[config.mk]
export PLATFORM = sky130hd
export DESIGN_NAME = output_serializer_flat
export DESIGN_NICKNAME = d
export VERILOG_FILES = /design/src/rtl/smac_pkg.sv /design/src/rtl/output_serializer_if.sv /design/src/rtl/output_serializer.sv /design/src/flat_wrapper.sv
export SDC_FILE = /design/constraint.sdc
export NUM_CORES = 1
export LEC_CHECK = 0
export CAP_MARGIN = 20
export CELL_PAD_IN_SITES_DETAIL_PLACEMENT = 1
export CELL_PAD_IN_SITES_GLOBAL_PLACEMENT = 1
export CORE_UTILIZATION = 41
export CTS_CLUSTER_SIZE = 16
export DETAILED_ROUTE_END_ITERATION = 16
export HOLD_SLACK_MARGIN = 0.1
export PLACE_DENSITY_LB_ADDON = 0.1
export SYNTH_ARGS = -nofsm -noshare
export SYNTH_HDL_FRONTEND = slang
export SYNTH_SLANG_ARGS = --single-unit
[constraint.sdc]
create_clock -name clk -period 3.6 [get_ports clk]
set_input_delay 0.72 -clock clk [delete_from_list [all_inputs] [get_ports clk]]
set_output_delay 0.72 -clock clk [all_outputs]
set_load 0.02 [all_outputs]
[src/rtl/smac_pkg.sv]
// Shared types and helpers for the SMAC datapath boundary blocks.
`default_nettype none

package smac_pkg;

  typedef enum logic [0:0] {
    IDLE  = 1'b0,
    DRAIN = 1'b1
  } ser_state_t;

  // Width of an index over n items, never narrower than one bit.
  function automatic int clog2_min1(input int n);
    return (n <= 1) ? 1 : $clog2(n);
  endfunction

endpackage

`default_nettype wire

[src/rtl/output_serializer_if.sv]
// Load/drain bus of the output serializer: parallel capture in, one lane per beat out.
`default_nettype none

interface output_serializer_if #(
  parameter int M = 16,
  parameter int N = 4
);

  logic           ld_en;
  logic           cl_en;
  logic [N*M-1:0] inr;
  logic           out_ready;
  logic           out_valid;
  logic [M-1:0]   outr;
  logic           out_last;
  logic           busy;
  logic           overrun;

  modport master (
    output ld_en, cl_en, inr, out_ready,
    input  out_valid, outr, out_last, busy, overrun
  );

  modport slave (
    input  ld_en, cl_en, inr, out_ready,
    output out_valid, outr, out_last, busy, overrun
  );

endinterface

`default_nettype wire

[src/rtl/output_serializer.sv]
// Captures N lanes of M bits on a load strobe and streams them out one lane per
// valid/ready beat; flags loads dropped while a drain is in progress.
`default_nettype none

module output_serializer
  import smac_pkg::*;
#(
  parameter int M = 16,
  parameter int N = 4
) (
  input  logic                  clk,
  input  logic                  rst_n,
  output_serializer_if.slave    bus
);

  localparam int             IW       = clog2_min1(N);
  localparam logic [IW-1:0]  LAST_IDX = IW'(N - 1);

  ser_state_t            state_q, state_d;
  logic [N-1:0][M-1:0]   lanes_q, lanes_d;
  logic [IW-1:0]         idx_q, idx_d;
  logic                  overrun_q, overrun_d;

  logic                  at_last;
  logic                  xfer;

  assign at_last = (idx_q == LAST_IDX);
  assign xfer    = (state_q == DRAIN) && bus.out_ready;

  // State register with lane bank and index counter
  always_ff @(posedge clk or negedge rst_n) begin
    if (!rst_n) begin
      state_q   <= IDLE;
      lanes_q   <= '0;
      idx_q     <= '0;
      overrun_q <= 1'b0;
    end else begin
      state_q   <= state_d;
      lanes_q   <= lanes_d;
      idx_q     <= idx_d;
      overrun_q <= overrun_d;
    end
  end

  // Next-state logic
  always_comb begin
    state_d   = state_q;
    lanes_d   = lanes_q;
    idx_d     = idx_q;
    overrun_d = overrun_q;

    if (bus.cl_en) begin
      // Clear wins over everything, including a coincident load.
      state_d   = IDLE;
      lanes_d   = '0;
      idx_d     = '0;
      overrun_d = 1'b0;
    end else begin
      unique case (state_q)
        IDLE: begin
          if (bus.ld_en) begin
            lanes_d = bus.inr;
            idx_d   = '0;
            state_d = DRAIN;
          end
        end
        DRAIN: begin
          if (xfer && at_last) begin
            idx_d = '0;
            if (bus.ld_en) begin
              // Back-to-back reload: next beat is lane 0 with no bubble.
              lanes_d = bus.inr;
            end else begin
              state_d = IDLE;
            end
          end else begin
            if (xfer) begin
              idx_d = idx_q + IW'(1);
            end
            if (bus.ld_en) begin
              overrun_d = 1'b1;
            end
          end
        end
        default: begin
          state_d = IDLE;
        end
      endcase
    end
  end

  // Output logic: everything is decoded from registered state only
  always_comb begin
    bus.out_valid = 1'b0;
    bus.busy      = 1'b0;
    bus.outr      = '0;
    bus.out_last  = 1'b0;
    bus.overrun   = overrun_q;
    if (state_q == DRAIN) begin
      bus.out_valid = 1'b1;
      bus.busy      = 1'b1;
      bus.outr      = lanes_q[idx_q];
      bus.out_last  = at_last;
    end
  end

endmodule

`default_nettype wire
[src/flat_wrapper.sv]
// flat-port wrapper written by rule: the top's interface ports become plain ports
module output_serializer_flat import smac_pkg::*;
#(
  parameter int M = 16,
  parameter int N = 4
)
  (clk, rst_n, bus_ld_en, bus_cl_en, bus_inr, bus_out_ready, bus_out_valid, bus_outr, bus_out_last, bus_busy, bus_overrun);
  output_serializer_if #(.M(M), .N(N)) bus_i ();
  input  logic clk;
  input  logic rst_n;
  input wire logic [$bits(bus_i.ld_en)-1:0] bus_ld_en;
  input wire logic [$bits(bus_i.cl_en)-1:0] bus_cl_en;
  input wire logic [$bits(bus_i.inr)-1:0] bus_inr;
  input wire logic [$bits(bus_i.out_ready)-1:0] bus_out_ready;
  output wire logic [$bits(bus_i.out_valid)-1:0] bus_out_valid;
  output wire logic [$bits(bus_i.outr)-1:0] bus_outr;
  output wire logic [$bits(bus_i.out_last)-1:0] bus_out_last;
  output wire logic [$bits(bus_i.busy)-1:0] bus_busy;
  output wire logic [$bits(bus_i.overrun)-1:0] bus_overrun;
  assign bus_i.ld_en = bus_ld_en;
  assign bus_i.cl_en = bus_cl_en;
  assign bus_i.inr = bus_inr;
  assign bus_i.out_ready = bus_out_ready;
  assign bus_out_valid = bus_i.out_valid;
  assign bus_outr = bus_i.outr;
  assign bus_out_last = bus_i.out_last;
  assign bus_busy = bus_i.busy;
  assign bus_overrun = bus_i.overrun;
  output_serializer #(.M(M), .N(N)) u_core (.clk(clk), .rst_n(rst_n), .bus(bus_i));
endmodule
# Word-level counts from Yosys, hierarchy flattened
# Index checks and enable logic that the tools add are counted.
dict set report classes {
  add_sub_neg 1
  order_cmp 1
  n_eq_ne 5
  n_mux 22
  bitwise_logic 1
  n_reduce_logical 6
}
# op count
set ops {}
lappend ops {{64-bit two-way mux} 3}
lappend ops {{64-bit one-hot mux with 2 select lines} 1}
lappend ops {{16-bit binary-select mux with 2-bit select} 1}
lappend ops {{16-bit two-way mux} 2}
lappend ops {{1-bit two-way mux} 9}
lappend ops {{2-bit two-way mux} 4}
lappend ops {{3-bit inequality test (second input constant)} 2}
lappend ops {{4-bit inequality test (second input constant)} 1}
lappend ops {{2-bit one-hot mux with 2 select lines} 1}
lappend ops {{2-bit nonzero test} 2}
lappend ops {{2-bit by 3-bit less-than comparator with 1-bit output (second input constant)} 1}
lappend ops {{3-bit AND reduction} 1}
lappend ops {{2-bit by 1-bit adder with 2-bit output (second input constant)} 1}
lappend ops {{2-bit equality test (second input constant)} 1}
lappend ops {{1-bit logical AND} 2}
lappend ops {{2-bit inequality test (second input constant)} 1}
lappend ops {{1-bit one-hot mux with 2 select lines} 1}
lappend ops {{2-bit AND reduction} 1}
lappend ops {{1-bit inverter} 1}
dict set report word_totals {
  register_bits 68
  in_bits 69
  out_inout_bits 20
  elab_cells 43
}

# Longest topological paths before layout
dict set report depth {
  ltp_word 5
  ltp_mapped 6
  depth_no_buf 4
}

# Worst setup path before layout
# No wires, ideal clock.
dict set report synth_timing {
  path_kind {reg-to-output}
  startpoint {register u_core.idx_q[0]}
  endpoint {output port bus_outr[10]}
  arrival_ps 1335
  t_required_ps 2880
  slack_ps 1545
  path_stages_with_launch 5
  n_path_buf 2
  path_cell_list {dfrtp_1 buf_6 buf_12 mux4_2 and2_1}
}
dict set report synth_between {
  elab_chain_cells 3
}
# item line_no
set synth_rtl {}
lappend synth_rtl {{from (decl)} output_serializer.sv:21} ;# logic [IW-1:0] idx_q, idx_d;
lappend synth_rtl {{from (signal assigned)} output_serializer.sv:40} ;# idx_q <= idx_d;
lappend synth_rtl {{16-bit binary-select mux with 2-bit select} output_serializer.sv:102} ;# bus.outr = lanes_q[idx_q];
lappend synth_rtl {{16-bit two-way mux (not written as such)} output_serializer.sv:102}
lappend synth_rtl {{16-bit two-way mux} output_serializer.sv:99} ;# if (state_q == DRAIN) begin
lappend synth_rtl {{to (decl)} flat_wrapper.sv:16} ;# output wire logic [$bits(bus_i.outr)-1:0] bus_outr;
# Every way passes these cells. The select of a mux whose other input is x is not followed.

# Worst setup path in the final report
dict set report layout_timing {
  startpoint {register u_core.idx_q[1]}
  endpoint {output port bus_outr[10]}
}
# Same word-level chain as after synthesis.

==> load_flow_metrics.sql <==
INSERT INTO impl_metrics (metric_group, metric, value, unit) VALUES
('synthesis', 'ys_async_sr_fraction', '1.00', ''),
('drt', 'detail_route.iter0.violations', '91', ''),
('critical_path', 'critPathCaptureType', 'output pin', ''),
('synthesis', 'postSynthNetCount', '273', ''),
('clocking', 'cts_sinks', '68', ''),
('critical_path', 'worstReg2RegEnd', 'u_core.lanes_q[46]', ''),
('critical_path', 'worst_case_register_to_register_setup_slack', '1.40', 'ns'),
('synthesis', 'ys_types', '22', ''),
('timing', 'finalCriticalPeriod', '3.09', 'ns'),
('timing', 'timing.max_slew.rel_slack', '0.428', ''),
('power_and_ir_drop', 'switching_share', '0.236', ''),
('clocking', 'clockBufferDepth', '2', ''),
('synthesis', 'yosys-top-cells-area', 'sky130_fd_sc_hd__dfrtp_1 55%, sky130_fd_sc_hd__a22o_1 18%, sky130_fd_sc_hd__mux4_1 7.6%', ''),
('timing', 'measured_slew_at_the_worst_slew_check_pin', '0.858', 'ns'),
('global_route', 'combined_global_route_utilization_of_all_metal_layers', '0.216', ''),
('clocking', 'postCtsHoldBufs', '0', ''),
('power_and_ir_drop', 'power.internal', '1310', 'uW'),
('global_route', 'first_global_vias', '2275', ''),
('global_route', 'grt_first_pass_wirelength', '12.4', 'mm'),
('clocking', 'tritoncts.num_buffers', '9', ''),
('floorplan', 'starting_density_of_the_core', '0.425', ''),
('synthesis', 'synth_top_flop_cell', 'sky130_fd_sc_hd__dfrtp_1', ''),
('critical_path', 'reg2reg_from', 'u_core.idx_q[1]', ''),
('clocking', 'cts.root.buffer_cell', 'sky130_fd_sc_hd__clkbuf_8', ''),
('timing', 'setup-tns-final', '0', 'ns'),
('final_layout', 'finish.net_count', '359', ''),
('drt', 'routed_wire_length_per_instance', '19.2', 'um'),
('synthesis', 'mapped_cells', '203', ''),
('critical_path', 'critical_path_peak_fanout', '19', ''),
('critical_path', 'path_cells', 'mux4_2 -> and2_1 -> clkdlybuf4s50_1', ''),
('clocking', 'post_cts_resized', '0', ''),
('drt', 'totalWireLength', '7.55', 'mm'),
('power_and_ir_drop', 'cellPowerDensity', '413', 'mW/mm^2'),
('min_path', 'min-delay-path-class', 'input pin to async pin', ''),
('synthesis', 'mappedNetlistArea', '0.00310', 'sq mm'),
('status', 'status', 'complete, no violations', ''),
('floorplan', 'die-height', '88.9', 'um'),
('power_and_ir_drop', 'seq_power_share', '0.489', ''),
('synthesis', 'synth_seq_cells', '68', ''),
('floorplan', 'fp.coreArea', '0.00729', 'sq mm'),
('clocking', 'htree_levels', '3', ''),
('critical_path', 'timing_worst_setup_path_type', 'flop to output pin', ''),
('clocking', 'clk_pin_slew_worst_paths', '0.07', 'ns'),
('synthesis', 'synth.largest_area_cell', 'sky130_fd_sc_hd__dfrtp_1', ''),
('drt', 'drcViolationCount', '0', ''),
('drt', 'detailroute.via_count', '2138', ''),
('synthesis', 'synth_warnings', '0', ''),
('place', 'dpl_cell_area', '0.00395', 'sq mm'),
('final_layout', 'antenna-diode-count', '0', ''),
('timing', 'maxClockFrequency', '323', 'MHz'),
('timing', 'post-route-worst-setup-slack', '0.507', 'ns'),
('synthesis', 'count_of_flip_flops_with_a_built_in_enable_after_synthesis', '0', ''),
('synthesis', 'synth.most_common_cell', 'sky130_fd_sc_hd__dfrtp_1', ''),
('synthesis', 'post_synth_most_frequent_cells', '68 x sky130_fd_sc_hd__dfrtp_1, 64 x sky130_fd_sc_hd__a22o_1, 17 x sky130_fd_sc_hd__and2_1', ''),
('power_and_ir_drop', 'switchingPower', '406', 'uW'),
('critical_path', 'worst_setup_path_start_kind', 'flop', ''),
('timing', 'fin_skew', '0.00736', 'ns'),
('floorplan', 'dieArea', '0.00791', 'sq mm'),
('timing', 'setup_viol_count_final', '0', ''),
('timing', 'finalMaxSlewViolations', '0', ''),
('final_layout', 'design_area', '0.00415', 'sq mm'),
('drt', 'vias_per_cell', '5.44', ''),
('critical_path', 'cp_top_family', 'flip-flops', ''),
('final_layout', 'area_growth_syn_to_layout', '34.0', '%'),
('synthesis', 'synth-seq-area-share', '0.549', ''),
('drt', 'detail_route.first_pass.iterations', '4', ''),
('critical_path', 'worst-r2r-cell-count', '5', ''),
('floorplan', 'die-width', '88.9', 'um'),
('drt', 'postRouteAntennaNets', '0', ''),
('clocking', 'tritoncts_clock_tree', 'done', ''),
('timing', 'grt_setup_unrepaired', 'no', '');
## area by class of cell
type	instances	area, sq um
clock buffers	12	155
clock inverters	4	47.5
fillers	746	3140
inverters	1	3.75
multi-input cells	114	1190
flip-flops and latches	68	1700
well taps	99	124
repair buffers	95	928
## how the worst max path moves through the flow
stage,slack (ns),start,cells after the start,to
after floorplan,1.55,u_core.idx_q[0],4,bus_outr[10]
after global placement,0.89,u_core.idx_q[1],3,bus_outr[10]
after detailed placement,0.84,u_core.idx_q[1],3,bus_outr[11]
after CTS,0.48,u_core.idx_q[1],3,bus_outr[11]
after global routing,0.40,u_core.idx_q[1],3,bus_out_last
final,0.51,u_core.idx_q[1],3,bus_outr[10]
## layer usage
| layer | wire (um) | global-route usage | up-vias |
|---|---|---|---|
| met1 | 3430 | 0.307 | 1105 |
| met4 | 87 | 0.0736 | 0 |
| met5 | 0 | 0 | - |
| li1 | - | - | 964 |
| met3 | 381 | 0.0416 | 7 |
| met2 | 3650 | 0.336 | 62 |
## through the flow
stage | hold slack (ns) | total power [uW] | std cells | utilization
after global placement | 0.474 | 1100 | 377 | 0.542
after floorplan | 0.424 | 976 | 203 | -
after CTS | 0.329 | 1740 | 393 | 0.569
final | 0.327 | 1720 | 393 | 0.569
after global routing | 0.346 | 1790 | 393 | 0.569
after detailed placement | 0.473 | 1100 | 377 | 0.542
## logic make-up (layout without fill, tap and decap cells)
logic type	Yosys count	in the layout	share of synthesized area
fa+ha+maj	1	1	0.00404
compound gates	70	70	0.198
buf+inv	21	112	0.0666
mux	17	17	0.131
flops	68	68	0.549
simple gates	26	26	0.0517
## state kept, by name (all words and copies together) (netlist names)
name                count
u_core.lanes_q         64
u_core.state_q          1
u_core.idx_q            2
u_core.bus.overrun      1
## worst reg2reg max path, stage by stage, from the launching register on
cell and delay (ns):
sky130_fd_sc_hd__dfrtp_1 0.91, sky130_fd_sc_hd__ha_1 0.38, sky130_fd_sc_hd__a21boi_4 0.10, sky130_fd_sc_hd__o21ba_2 0.22
sky130_fd_sc_hd__buf_4 0.24, sky130_fd_sc_hd__a22o_1 0.24
## layout by cell type (no fill, tap or decap), drive strengths merged, types with 2 or more instances in the layout
cell type | synthesis | final
a21oi | 3 | 3
clkbuf | 2 | 12
clkdlybuf4s50 | 0 | 87
and2 | 17 | 17
mux4 | 16 | 16
dfrtp | 68 | 68
clkinv | 0 | 2
a22o | 64 | 64
buf | 18 | 8
nor2 | 5 | 5
## power groups by stage
stage          logic [uW]  registers [uW]  clock network (uW)
3_5_place_dp          249             853                   0
6_report              245             840                 631
2_1_floorplan         137             839                   0
4_1_cts               249             840                 647
3_3_place_gp          244             851                   0
5_1_grt               268             845                 680
Power figures use the tool's default switching activity.
